File: config.mk
export PLATFORM = sky130hd
export DESIGN_NAME = video_scanout
export DESIGN_NICKNAME = d
export VERILOG_FILES = /design/src/rtl/video_scanout.sv
export SDC_FILE = /design/constraint.sdc
export NUM_CORES = 1
export LEC_CHECK = 0
export CAP_MARGIN = 0
export CELL_PAD_IN_SITES_DETAIL_PLACEMENT = 1
export CELL_PAD_IN_SITES_GLOBAL_PLACEMENT = 2
export CORE_AREA = 2 2 101 103
export CTS_CLUSTER_SIZE = 20
export DETAILED_ROUTE_END_ITERATION = 8
export DIE_AREA = 0 0 103 105
export PLACE_DENSITY = 0.87
export SLEW_MARGIN = 10
export SYNTH_ARGS = -nofsm -noshare
export SYNTH_HDL_FRONTEND = slang
export SYNTH_SLANG_ARGS = --single-unit
File: constraint.sdc
create_clock -name clk -period 2 [get_ports clk]
set_input_delay 0.4 -clock clk [delete_from_list [all_inputs] [get_ports clk]]
set_output_delay 0.4 -clock clk [all_outputs]
set_load 0.005 [all_outputs]
File: src/rtl/video_scanout.sv
// Raster timing generator and VRAM reader for a 640x480-class display.
// Drives the registered VRAM read port and aligns returned pixels with de/hsync/vsync.
module video_scanout #(
  parameter int H_ACTIVE    = 640,
  parameter int H_FP        = 16,
  parameter int H_SYNC      = 96,
  parameter int H_BP        = 48,
  parameter int V_ACTIVE    = 480,
  parameter int V_FP        = 10,
  parameter int V_SYNC      = 2,
  parameter int V_BP        = 33,
  parameter bit SYNC_ACTIVE = 1'b0
) (
  input  logic        clk,
  input  logic        rst_n,
  input  logic        pix_ce,
  output logic [9:0]  vx0,
  output logic [9:0]  vy0,
  output logic        vr0,
  input  logic [23:0] vo,
  output logic [23:0] pix_rgb,
  output logic        de,
  output logic        hsync,
  output logic        vsync,
  output logic        frame_start
);

  localparam logic [9:0] H_ACT    = 10'(H_ACTIVE);
  localparam logic [9:0] HS_START = 10'(H_ACTIVE + H_FP);
  localparam logic [9:0] HS_END   = 10'(H_ACTIVE + H_FP + H_SYNC - 1);
  localparam logic [9:0] H_LAST   = 10'(H_ACTIVE + H_FP + H_SYNC + H_BP - 1);
  localparam logic [9:0] V_ACT    = 10'(V_ACTIVE);
  localparam logic [9:0] VS_START = 10'(V_ACTIVE + V_FP);
  localparam logic [9:0] VS_END   = 10'(V_ACTIVE + V_FP + V_SYNC - 1);
  localparam logic [9:0] V_LAST   = 10'(V_ACTIVE + V_FP + V_SYNC + V_BP - 1);

  logic [9:0] hcnt;
  logic [9:0] vcnt;
  logic       run;
  logic       tick;
  logic       active;
  logic       hs0;
  logic       vs0;
  logic       first;

  logic       s1_active;
  logic       s1_hs;
  logic       s1_vs;
  logic       s1_first;

  // Nothing advances until run is set, so the first read after reset is at (0,0).
  assign tick   = run & pix_ce;
  assign active = (hcnt < H_ACT) && (vcnt < V_ACT);
  assign hs0    = (hcnt >= HS_START) && (hcnt <= HS_END);
  assign vs0    = (vcnt >= VS_START) && (vcnt <= VS_END);
  assign first  = (hcnt == 10'd0) && (vcnt == 10'd0);

  assign vr0 = tick & active;
  assign vx0 = active ? hcnt : 10'd0;
  assign vy0 = active ? vcnt : 10'd0;

  always_ff @(posedge clk or negedge rst_n) begin
    if (!rst_n) begin
      run  <= 1'b0;
      hcnt <= 10'd0;
      vcnt <= 10'd0;
    end else begin
      run <= 1'b1;
      if (tick) begin
        if (hcnt == H_LAST) begin
          hcnt <= 10'd0;
          vcnt <= (vcnt == V_LAST) ? 10'd0 : vcnt + 10'd1;
        end else begin
          hcnt <= hcnt + 10'd1;
        end
      end
    end
  end

  // Stage 1 tracks the VRAM read latency; the output stage pairs vo with its flags.
  always_ff @(posedge clk or negedge rst_n) begin
    if (!rst_n) begin
      s1_active   <= 1'b0;
      s1_hs       <= 1'b0;
      s1_vs       <= 1'b0;
      s1_first    <= 1'b0;
      pix_rgb     <= 24'h0;
      de          <= 1'b0;
      hsync       <= ~SYNC_ACTIVE;
      vsync       <= ~SYNC_ACTIVE;
      frame_start <= 1'b0;
    end else if (tick) begin
      s1_active   <= active;
      s1_hs       <= hs0;
      s1_vs       <= vs0;
      s1_first    <= first;
      pix_rgb     <= s1_active ? vo : 24'h0;
      de          <= s1_active;
      hsync       <= s1_hs ? SYNC_ACTIVE : ~SYNC_ACTIVE;
      vsync       <= s1_vs ? SYNC_ACTIVE : ~SYNC_ACTIVE;
      frame_start <= s1_first;
    end else begin
      frame_start <= 1'b0;
    end
  end

endmodule

==> results of run 1 <==
==> cells by family after synthesis <==
group | after synthesis
simple gates | 168
flops | 53
buf+inv | 26
compound gates | 16
xor+xnor | 14
fa+ha+maj | 4
other cells | 2
mux | 1
==> registers in the layout, indices dropped and copies added, names as in the netlist <==
| register | cells |
|---|---|
| vcnt | 10 |
| frame_start | 1 |
| run | 1 |
| s1_active | 1 |
| s1_hs | 1 |
| s1_vs | 1 |
| hcnt | 10 |
| vsync | 1 |
| de | 1 |
| s1_first | 1 |
| pix_rgb | 24 |
| hsync | 1 |
==> worst reg2reg max path: cells and delay by family, from the launching register on <==
kind | cells | cell delay [ps]
adders and majority gates | 1 | 140
buffers and inverters | 2 | 290
DFF | 1 | 440
and+or+nand+nor | 4 | 820
==> what timing repair did <==
action                                  in CTS  in global routing
endpoints found under the setup margin      20                 20
gates resized for setup                    105                 17
buffers inserted                             7                  4
endpoints found under the hold margin        0                  0
gates cloned                                 1                  0
pin swaps                                    8                  2
==> final timing paths <==
path / start / to / slack, ps / cells past startpoint
worst max-delay path: vcnt[7] / vx0[6] / -40 / 7
worst min-delay path: rst_n / vcnt[2] / 60 / 2
worst max register to register: vcnt[1] / vcnt[3] / 220 / 7
worst min register to register: s1_vs / vsync / 440 / 1
max in group asynchronous: rst_n / hsync / 1630 / 2
min in group clk: s1_vs / vsync / 440 / 1
==> where the power goes <==
group	switching, W	internal (W)
logic	0.000235	0.000353
registers	0.000147	0.00120
clock network	0.000373	0.000249
total	0.000756	0.00180
==> metal layers <==
layer | share of wire | wire (um) | track usage | vias up
met1 | 0.43 | 3320 | 0.192 | 1154
li1 | - | - | - | 1137
met5 | 0 | 0 | 0 | -
met4 | 0.019 | 149 | 0.0648 | 0
met2 | 0.52 | 4010 | 0.247 | 38
met3 | 0.028 | 212 | 0.0201 | 8
==> cells in the mapped netlist (all sizes together) <==
library cell / instances
nand2: 71
dfrtp: 51
nand3: 31
and2: 17
clkbuf: 14
nand4: 11
nor2: 10
xor2: 9
buf: 8
nor3: 7
nor4: 6
o21ai: 6
and3: 5
and4: 5
xnor2: 5
ha: 4
inv: 4
nor4b: 4
a21o: 3
a21oi: 2
conb: 2
dfstp: 2
o31ai: 2
a22oi: 1
mux2i: 1
o21a: 1
o41ai: 1
or3: 1
==> through the flow <==
stage / power [W] / setup slack, ps / cell area, um^2
global placement: 0.00194 / -213 / 3590
global route: 0.00272 / -118 / 3860
finish: 0.00255 / -42.2 / 3860
CTS: 0.00259 / -108 / 3780
detailed placement: 0.00196 / -192 / 3590
floorplan: 0.00158 / 112 / 2650
==> cell usage in the layout, fill, tap and decap left out, types with 2 or more instances in the layout <==
| master | synthesis | final |
|---|---|---|
| a21o_1 | 3 | 3 |
| a21oi_1 | 2 | 2 |
| and2_1 | 15 | 5 |
| and2_4 | 0 | 11 |
| and3_1 | 3 | 3 |
| and3_2 | 2 | 2 |
| and4_1 | 4 | 3 |
| buf_2 | 1 | 8 |
| buf_4 | 3 | 29 |
| buf_6 | 1 | 17 |
| clkbuf_8 | 4 | 5 |
| clkdlybuf4s50_1 | 0 | 53 |
| clkinv_4 | 0 | 2 |
| conb_1 | 2 | 2 |
| dfrtp_1 | 51 | 51 |
| dfstp_2 | 2 | 2 |
| ha_1 | 4 | 4 |
| inv_1 | 4 | 4 |
| nand2_1 | 71 | 71 |
| nand3_1 | 31 | 31 |
| nand4_1 | 10 | 10 |
| nor2_1 | 10 | 10 |
| nor3_1 | 7 | 6 |
| nor4_2 | 1 | 4 |
| nor4_4 | 0 | 2 |
| nor4b_1 | 2 | 2 |
| o21ai_0 | 6 | 6 |
| o31ai_1 | 2 | 2 |
| xnor2_1 | 5 | 5 |
| xor2_1 | 9 | 9 |
==> layout make-up <==
cell class | instances | area [um^2] | area share
Sequential cell | 53 | 1330 | 0.344
Multi-Input combinational cell | 205 | 1250 | 0.325
Timing Repair Buffer | 109 | 1000 | 0.260
Tap cell | 133 | 166 | 0.0431
Clock buffer | 5 | 68.8 | 0.0178
Clock inverter | 3 | 22.5 | 0.00584
Inverter | 4 | 15.0 | 0.00389
==> flow_summary_export.csv, run 1 <==
group,metric,value,unit
outcome,status,"finished with violations",
outcome,violations,"negative setup slack",
global_routing,grt_pass1_wl,12600,um
power_and_ir_drop,p_leak,1.86,nW
synth,synth_area_leader_cell,"dfrtp_1",
synth,synth_top_family_by_area,"simple AND/OR/NAND/NOR gates",
synth,muxShareOfSynthArea,0.00377,
clock_network,holdBufCountCts,0,
timing,worst_slack,-42.2,ps
clock_network,path_clk_slew,100,ps
clock_network,clock_sinks,53,
timing,period_needed,2040,ps
setup_path,startpoint_type,"flop",
synth,synth_xor_area_frac,0.0462,
job,max-cap-violations,0,
setup_path,cp_data_arrival_time,1640,ps
die,coreArea,9640,um^2
timing,rsz0062_at_grt,"true",
synth,seq_area_frac_synth,0.501,
synth,yosys.area.top_type_share,0.481,
synth,synth_fp_nets,315,
synth,postSynthCellCount,284,
timing,min_period_over_period,1.02,
final_layout,utilization,0.400,
clock_network,clock_latency,310,ps
die,die-width,103,um
final_layout,drive_gt1_frac,0.248,
die,placementRows,36,
synth,syn_area,2650,um^2
detailed_routing,drt-wirelength-per-cell,15.0,um
clock_network,cts-root-buf,"clkbuf_8",
setup_path,crit_slowest_cell,"dfrtp_1",
detailed_routing,drc,0,
detailed_routing,dr.pass1.iters,4,
detailed_routing,antenna_left,0,
power_and_ir_drop,ir_worst_vdd,0.343,mV
power_and_ir_drop,power.density,662,nW/um^2
synth,avgSynthCellArea,9.34,um^2
synth,synthDistinctLibCells,40,
placed_design,place_inst,493,
placed_design,dpl.hpwl,5430,um
detailed_routing,drt_wl_total,7690,um
synth,synth_compound_area_frac,0.0382,
setup_path,setup.worst_path.class,"flop to primary output",
timing,skew,3.73,ps
final_layout,n_antenna_cell,0,
min_path,hold_path_class,"input port to async pin",
global_routing,grt_pass1_vias,2487,
final_layout,fillers,1167,
timing,slew_headroom,0.421,
final_layout,nets,409,
final_layout,stdcell_count,512,
setup_path,cp_cell_sequence,"and4_4 > nor3_4 > buf_6 > buf_6 > buf_6 > and2_4 > buf_6",
setup_path,path_delay_family,"simple AND/OR/NAND/NOR gates",
synth,netlist_top_cells_area,"dfrtp_1, nand2_1, nand3_1, and2_1, xor2_1",
timing,hold_ws,58.7,ps
die,die_h,105,um
timing,setup_viol,2,
global_routing,overflow,0,
synth,synth_adder_area_share,0.0189,
synth,ys_ff_latch,53,
clock_network,cts_made_buffers,5,
synth,synth-simple-area-share,0.326,
setup_path,cp.required,1600,ps
setup_path,max_stage_delay,400,ps
setup_path,path_buf_inv,4,
global_routing,grt_max_degree,54,
timing,clock.fmax,490,MHz
placed_design,place.port_buffers,74,
synth,ys.warnings.count,0,
global_routing,antenna_found_initial,0,
detailed_routing,via_count,2337,
setup_path,worst_setup_path_end_kind,"primary output",
placed_design,gp_congestion,0.822,
global_routing,gr-usage-all-layers,0.149,
clock_network,htree_levels,2,
clock_network,cts_buffer_depth,2,
setup_path,cp_common_cell,"buf_6",
detailed_routing,drt_iter0_drc,82,
detailed_routing,via_per_inst,4.56,
timing,finalHoldViolCount,0,
timing,fin_setup_tns,-68.2,ps
timing,tightestPinTransition,868,ps
die,pin_count,76,
die,start_util,0.275,
die,dieArea,10800,um^2
timing,slew_viol_final,0,
setup_path,critPathMaxFanout,7,
final_layout,synthToLayoutAreaGrowth,45.4,%
clock_network,cts_tree,"yes",
(Power assumes the default switching activity.)
==> inputs of run 2 (changes only) <==
--- a/config.mk
+++ b/config.mk
@@ -12,6 +12,7 @@
 export CTS_CLUSTER_SIZE = 20
 export DETAILED_ROUTE_END_ITERATION = 8
 export DIE_AREA = 0 0 103 105
+export GPL_TIMING_DRIVEN = 0
 export PLACE_DENSITY = 0.87
 export SLEW_MARGIN = 10
 export SYNTH_ARGS = -nofsm -noshare
==> run 2 against run 1 <==
Compared with the run above: the flow still finishes with violations (negative setup slack); non-clock buffer count up 14; register-to-register slack worse by 200 ps; global-route usage up 0.62 points; wire length up 8.1%; setup slack worse by 140 ps; maximum frequency down 6.3%; hold slack better by 52 ps; clock power down 3%; total power up 2.5%; cell count up 2.7%; die area unchanged; sequential share of layout area down 1.3 points.
==> flow_summary_export.csv, run 2 (same netlist as run 1, synthesis figures left out) <==
group,metric,value,unit
min_path,hold_path_class,"input port to async pin",
timing,rsz0062_at_grt,"true",
global_routing,overflow,0,
final_layout,largest-register,"pix_rgb",
global_routing,grt_pass1_vias,2626,
setup_path,reg2reg_to,"vcnt[7]",
final_layout,nets,423,
timing,worst_slack,-179,ps
timing,setup_viol,13,
detailed_routing,drt_iter0_drc,129,
timing,skew,4.89,ps
die,placementRows,36,
placed_design,gp_congestion,0.770,
final_layout,final_cell_mix,"nand2_1, clkdlybuf4s50_1, dfrtp_1",
power_and_ir_drop,internal_power,0.00186,W
job,max-cap-violations,0,
final_layout,stdcell_area,4030,um^2
clock_network,cts_made_buffers,5,
power_and_ir_drop,power,0.00262,W
die,dieArea,10800,um^2
setup_path,cp.required,1600,ps
setup_path,startpoint_type,"flop",
final_layout,synthToLayoutAreaGrowth,51.9,%
die,coreArea,9640,um^2
power_and_ir_drop,p_leak,1.93,nW
final_layout,mostFrequentLayoutCell,"nand2_1",
power_and_ir_drop,ir_worst_vdd,0.257,mV
clock_network,cts-root-buf,"clkbuf_8",
detailed_routing,antenna_left,0,
global_routing,antenna_found_initial,0,
final_layout,regArea,1340,um^2
detailed_routing,via_per_inst,4.62,
timing,period_needed,2180,ps
setup_path,cp_data_arrival_time,1780,ps
timing,hold_ws,111,ps
setup_path,critPathMaxFanout,3,
timing,tightestPinTransition,672,ps
global_routing,grt_max_degree,54,
timing,finalHoldViolCount,0,
setup_path,worst_setup_path_end_kind,"primary output",
clock_network,clock_latency,300,ps
power_and_ir_drop,power.switching,0.000761,W
detailed_routing,via_count,2430,
outcome,status,"finished with violations",
clock_network,cts_tree,"yes",
power_and_ir_drop,combinationalPowerShare,0.278,
detailed_routing,drc,0,
final_layout,fillers,1131,
placed_design,dpl.hpwl,5560,um
final_layout,largest_register_ffs,24,
power_and_ir_drop,clkPwrFrac,0.231,
timing,slew_headroom,0.552,
placed_design,place.port_buffers,74,
final_layout,top_regs,"pix_rgb: 24 flops, hcnt: 10 flops, vcnt: 10 flops",
clock_network,htree_levels,2,
setup_path,setup.worst_path.class,"flop to primary output",
timing,min_period_over_period,1.09,
die,die_h,105,um
die,start_util,0.275,
die,pin_count,76,
power_and_ir_drop,p_sw_frac,0.291,
final_layout,drive_gt1_frac,0.277,
setup_path,crit-reg2reg-launch,"hcnt[7]",
detailed_routing,dr.pass1.iters,4,
clock_network,cts_buffer_depth,2,
final_layout,n_antenna_cell,0,
clock_network,path_clk_slew,100,ps
timing,slew_viol_final,0,
setup_path,ff2ff_setup_slack,20,ps
detailed_routing,drt_wl_total,8320,um
power_and_ir_drop,power.density,650,nW/um^2
global_routing,grt_pass1_wl,13300,um
clock_network,clock_sinks,53,
placed_design,post_dp_cell_area,3560,um^2
placed_design,dp_slack,-762,ps
timing,clock.fmax,459,MHz
power_and_ir_drop,seq_power_share,0.491,
clock_network,holdBufCountCts,0,
timing,fin_setup_tns,-1480,ps
outcome,violations,"negative setup slack",
global_routing,gr-usage-all-layers,0.155,
final_layout,multiInputGateArea,1300,um^2
setup_path,ff2ff_path_depth,6,
die,die-width,103,um
detailed_routing,drt-wirelength-per-cell,15.8,um
## run 2: cell count changes in the layout (fill, tap and decap cells not counted), moves of 3 or more
cell      previous run  this run
dfrtp_2              0         5
dfrtp_1             51        46
nor4_4               2         5
clkbuf_8             5        10
clkbuf_1             0         8
buf_6               17        24
nor4_2               4         1
buf_4               29        21
## run 2: metrics by stage
stage,utilization,cells
after floorplan,-,284
after global placement,0.369,491
after detailed placement,0.369,491
after CTS,0.408,519
after global routing,0.418,526
final,0.418,526
## run 2: layout make-up
| type | instances | area share |
|---|---|---|
| sequential | 53 | 0.331 |
| multi-input combinational | 205 | 0.323 |
| timing repair buffer | 103 | 0.243 |
| tap | 133 | 0.0413 |
| buffer | 20 | 0.0363 |
| clock buffer | 6 | 0.0180 |
| inverter | 4 | 0.00372 |
| clock inverter | 2 | 0.00341 |
## run 2: worst max path at each step
stage	start	end	slack (ps)	cells after the start
finish	hcnt[7]	vy0[6]	-180	7
global route	hcnt[7]	vy0[6]	-220	7
CTS	hcnt[7]	vy0[2]	-150	8
detailed placement	vcnt[5]	vy0[2]	-760	6
global placement	rst_n	pix_rgb[5]	-1230	1
floorplan	vcnt[5]	vx0[6]	110	5
## run 2: repair_timing
item	CTS	global route
gates resized for setup	134	17
endpoints found under the setup margin	25	49
gates cloned	1	0
pin swaps	10	8
buffers inserted	20	10
## run 2: power by group through the flow
stage | Clock [W] | Combinational (W) | Sequential (W)
final | 0.000606 | 0.000727 | 0.00129
after global routing | 0.000668 | 0.000806 | 0.00130
after CTS | 0.000631 | 0.000735 | 0.00129
after detailed placement | 0 | 0.000686 | 0.00131
after global placement | 0 | 0.000672 | 0.00130
after floorplan | 0 | 0.000287 | 0.00129
## run 2: layer usage
layer  global-route usage  wire length (um)  share of wire  vias to the layer above
met5                    0                 0              0                        -
met4               0.0442               148          0.018                        0
met3               0.0274               266          0.032                        8
met2                0.276              4440           0.53                       49
met1                0.189              3460           0.42                     1208
li1                     -                 -              -                     1165
## run 2: critical path, stage by stage (launching register included)
cell	delay, ps
dfrtp_1	410
o21a_4	240
nor3_4	230
clkbuf_8	170
buf_6	110
buf_6	90
and2_4	140
buf_6	90
==> inputs of run 3 (changes only) <==
--- a/config.mk
+++ b/config.mk
@@ -5,6 +5,7 @@
 export SDC_FILE = /design/constraint.sdc
 export NUM_CORES = 1
 export LEC_CHECK = 0
+export ABC_CLOCK_PERIOD_IN_PS = 2000
 export CAP_MARGIN = 0
 export CELL_PAD_IN_SITES_DETAIL_PLACEMENT = 1
 export CELL_PAD_IN_SITES_GLOBAL_PLACEMENT = 2
@@ -12,8 +13,10 @@
 export CTS_CLUSTER_SIZE = 20
 export DETAILED_ROUTE_END_ITERATION = 8
 export DIE_AREA = 0 0 103 105
+export GPL_ROUTABILITY_DRIVEN = 0
 export GPL_TIMING_DRIVEN = 0
 export PLACE_DENSITY = 0.87
+export REMOVE_ABC_BUFFERS = 1
 export SLEW_MARGIN = 10
 export SYNTH_ARGS = -nofsm -noshare
 export SYNTH_HDL_FRONTEND = slang
==> run 3 against run 2 <==
Compared with the run above: the run still ends with negative setup slack left; maximum frequency rose by 6.4%; sequential share of layout area up 1.3 points; design area fell by 3.5%; first-iteration DRC count down 18%; highest routed layer unchanged.
==> flow_summary_export.csv, run 3 (same netlist as run 1, synthesis figures left out) <==
group,metric,value,unit
global_routing,grt_pass1_wl,12900,um
final_layout,largest_register_ffs,24,
global_routing,antenna_found_initial,0,
detailed_routing,drt-wirelength-per-cell,16.7,um
clock_network,htree_levels,2,
final_layout,top_regs,"pix_rgb: 24 flops, hcnt: 10 flops, vcnt: 10 flops",
clock_network,clock_latency,310,ps
setup_path,cp-startpoint,"vcnt[8]",
timing,setup_viol,9,
die,coreArea,9640,um^2
min_path,hold_path_class,"input port to async pin",
clock_network,path_clk_slew,100,ps
setup_path,cp_data_arrival_time,1650,ps
final_layout,nets,400,
job,max-cap-violations,0,
placed_design,place_inst,470,
outcome,status,"finished with violations",
power_and_ir_drop,power.density,666,nW/um^2
final_layout,regArea,1340,um^2
setup_path,cp_cell_sequence,"and4_4 > nor3_4 > buf_6 > buf_4 > and2_1 > buf_2",
final_layout,final_cell_mix,"nand2_1, clkdlybuf4s50_1, dfrtp_1",
final_layout,stdcell_area,3890,um^2
timing,period_needed,2050,ps
detailed_routing,drt_wl_total,8410,um
setup_path,max_stage_delay,410,ps
detailed_routing,dr.pass1.iters,4,
clock_network,holdBufCountCts,0,
detailed_routing,drt_iter0_drc,106,
placed_design,post_dp_cell_area,3430,um^2
timing,clock.fmax,488,MHz
final_layout,drive_gt1_frac,0.262,
outcome,violations,"negative setup slack",
final_layout,largest-register,"pix_rgb",
placed_design,dpl.hpwl,4970,um
detailed_routing,drc,0,
timing,tightestPinTransition,866,ps
setup_path,crit_slowest_cell,"dfrtp_1",
timing,finalHoldViolCount,0,
detailed_routing,antenna_left,0,
timing,rsz0062_at_grt,"true",
global_routing,grt_max_degree,41,
global_routing,grt_pass1_vias,2490,
die,pin_count,76,
timing,min_period_over_period,1.02,
final_layout,fillers,1102,
power_and_ir_drop,ir_worst_vdd,0.284,mV
die,die-width,103,um
die,dieArea,10800,um^2
power_and_ir_drop,p_leak,1.86,nW
clock_network,cts_tree,"yes",
final_layout,mostFrequentLayoutCell,"nand2_1",
die,start_util,0.275,
placed_design,dp_slack,-985,ps
setup_path,critPathMaxFanout,5,
global_routing,gr-usage-all-layers,0.150,
setup_path,crit-reg2reg-launch,"hcnt[8]",
die,die_h,105,um
timing,slew_viol_final,0,
final_layout,synthToLayoutAreaGrowth,46.6,%
power_and_ir_drop,power,0.00259,W
placed_design,place.port_buffers,74,
timing,slew_headroom,0.423,
clock_network,cts_buffer_depth,2,
detailed_routing,via_count,2384,
global_routing,overflow,0,
final_layout,multiInputGateArea,1330,um^2
final_layout,n_antenna_cell,0,
clock_network,clock_sinks,53,
clock_network,cts-root-buf,"clkbuf_8",
setup_path,worst_setup_path_end_kind,"primary output",
clock_network,cts_made_buffers,5,
die,placementRows,36,
timing,worst_slack,-48.7,ps
setup_path,setup.worst_path.class,"flop to primary output",
setup_path,startpoint_type,"flop",
detailed_routing,via_per_inst,4.74,
timing,skew,9.20,ps
setup_path,cp.required,1600,ps
final_layout,stdcell_count,503,
[run 3: changes by cell type in the layout (fill, tap and decap cells not counted), sizes merged]
cell / delta
and2: +1
buf: -12
clkbuf: -13
clkdlybuf4s50: -1
clkinv: +1
clkinvlp: +1
dlygate4sd2: +1
inv: -1
[run 3: path summary, 6_finish.rpt]
kind / to / slack [ps] / cells after the start
worst max-delay path: vy0[8] / -50 / 6
max in group asynchronous: vsync / 1320 / 2
worst min register to register: hsync / 430 / 1
min in group clk: hsync / 430 / 1
worst min-delay path: pix_rgb[12] / 50 / 1
worst max register to register: vcnt[9] / 140 / 7
[run 3: per-stage QoR]
step	hold slack (ps)	util	TNS, ps
final	46.9	0.404	-311
after global routing	79.5	0.404	-904
after CTS	64.8	0.396	-1110
after detailed placement	415	0.356	-14470
after global placement	413	0.353	-92190
after floorplan	104	-	0
[run 3: layout make-up]
type | count | area share
sequential | 53 | 0.344
multi-input combinational | 206 | 0.343
timing repair buffer | 99 | 0.244
tap | 133 | 0.0428
clock buffer | 5 | 0.0177
clock inverter | 3 | 0.00450
inverter | 4 | 0.00386
[run 3: power by group]
group	internal, W	switching [W]
clock	0.000243	0.000379
combinational	0.000377	0.000249
sequential	0.00120	0.000147
[run 3: timing repair]
item	CTS	global route
resized for setup	127	12
pin swaps	7	3
endpoints found under the setup margin	26	27
gates cloned	1	1
setup buffers	14	11
[run 3: per-layer routing]
metal / GRT usage / up-vias / share of wire
met5: 0 / - / 0
met3: 0.0334 / 10 / 0.045
met1: 0.200 / 1192 / 0.44
met2: 0.247 / 59 / 0.51
met4: 0.0301 / 0 / 0.0095
li1: - / 1123 / -
[run 3: critical path, delay by kind of cell, from the launching register on]
kind | cells | cell delay (ps)
buffers and inverters | 3 | 390
flip-flops | 1 | 410
AND/OR/NAND/NOR | 3 | 530
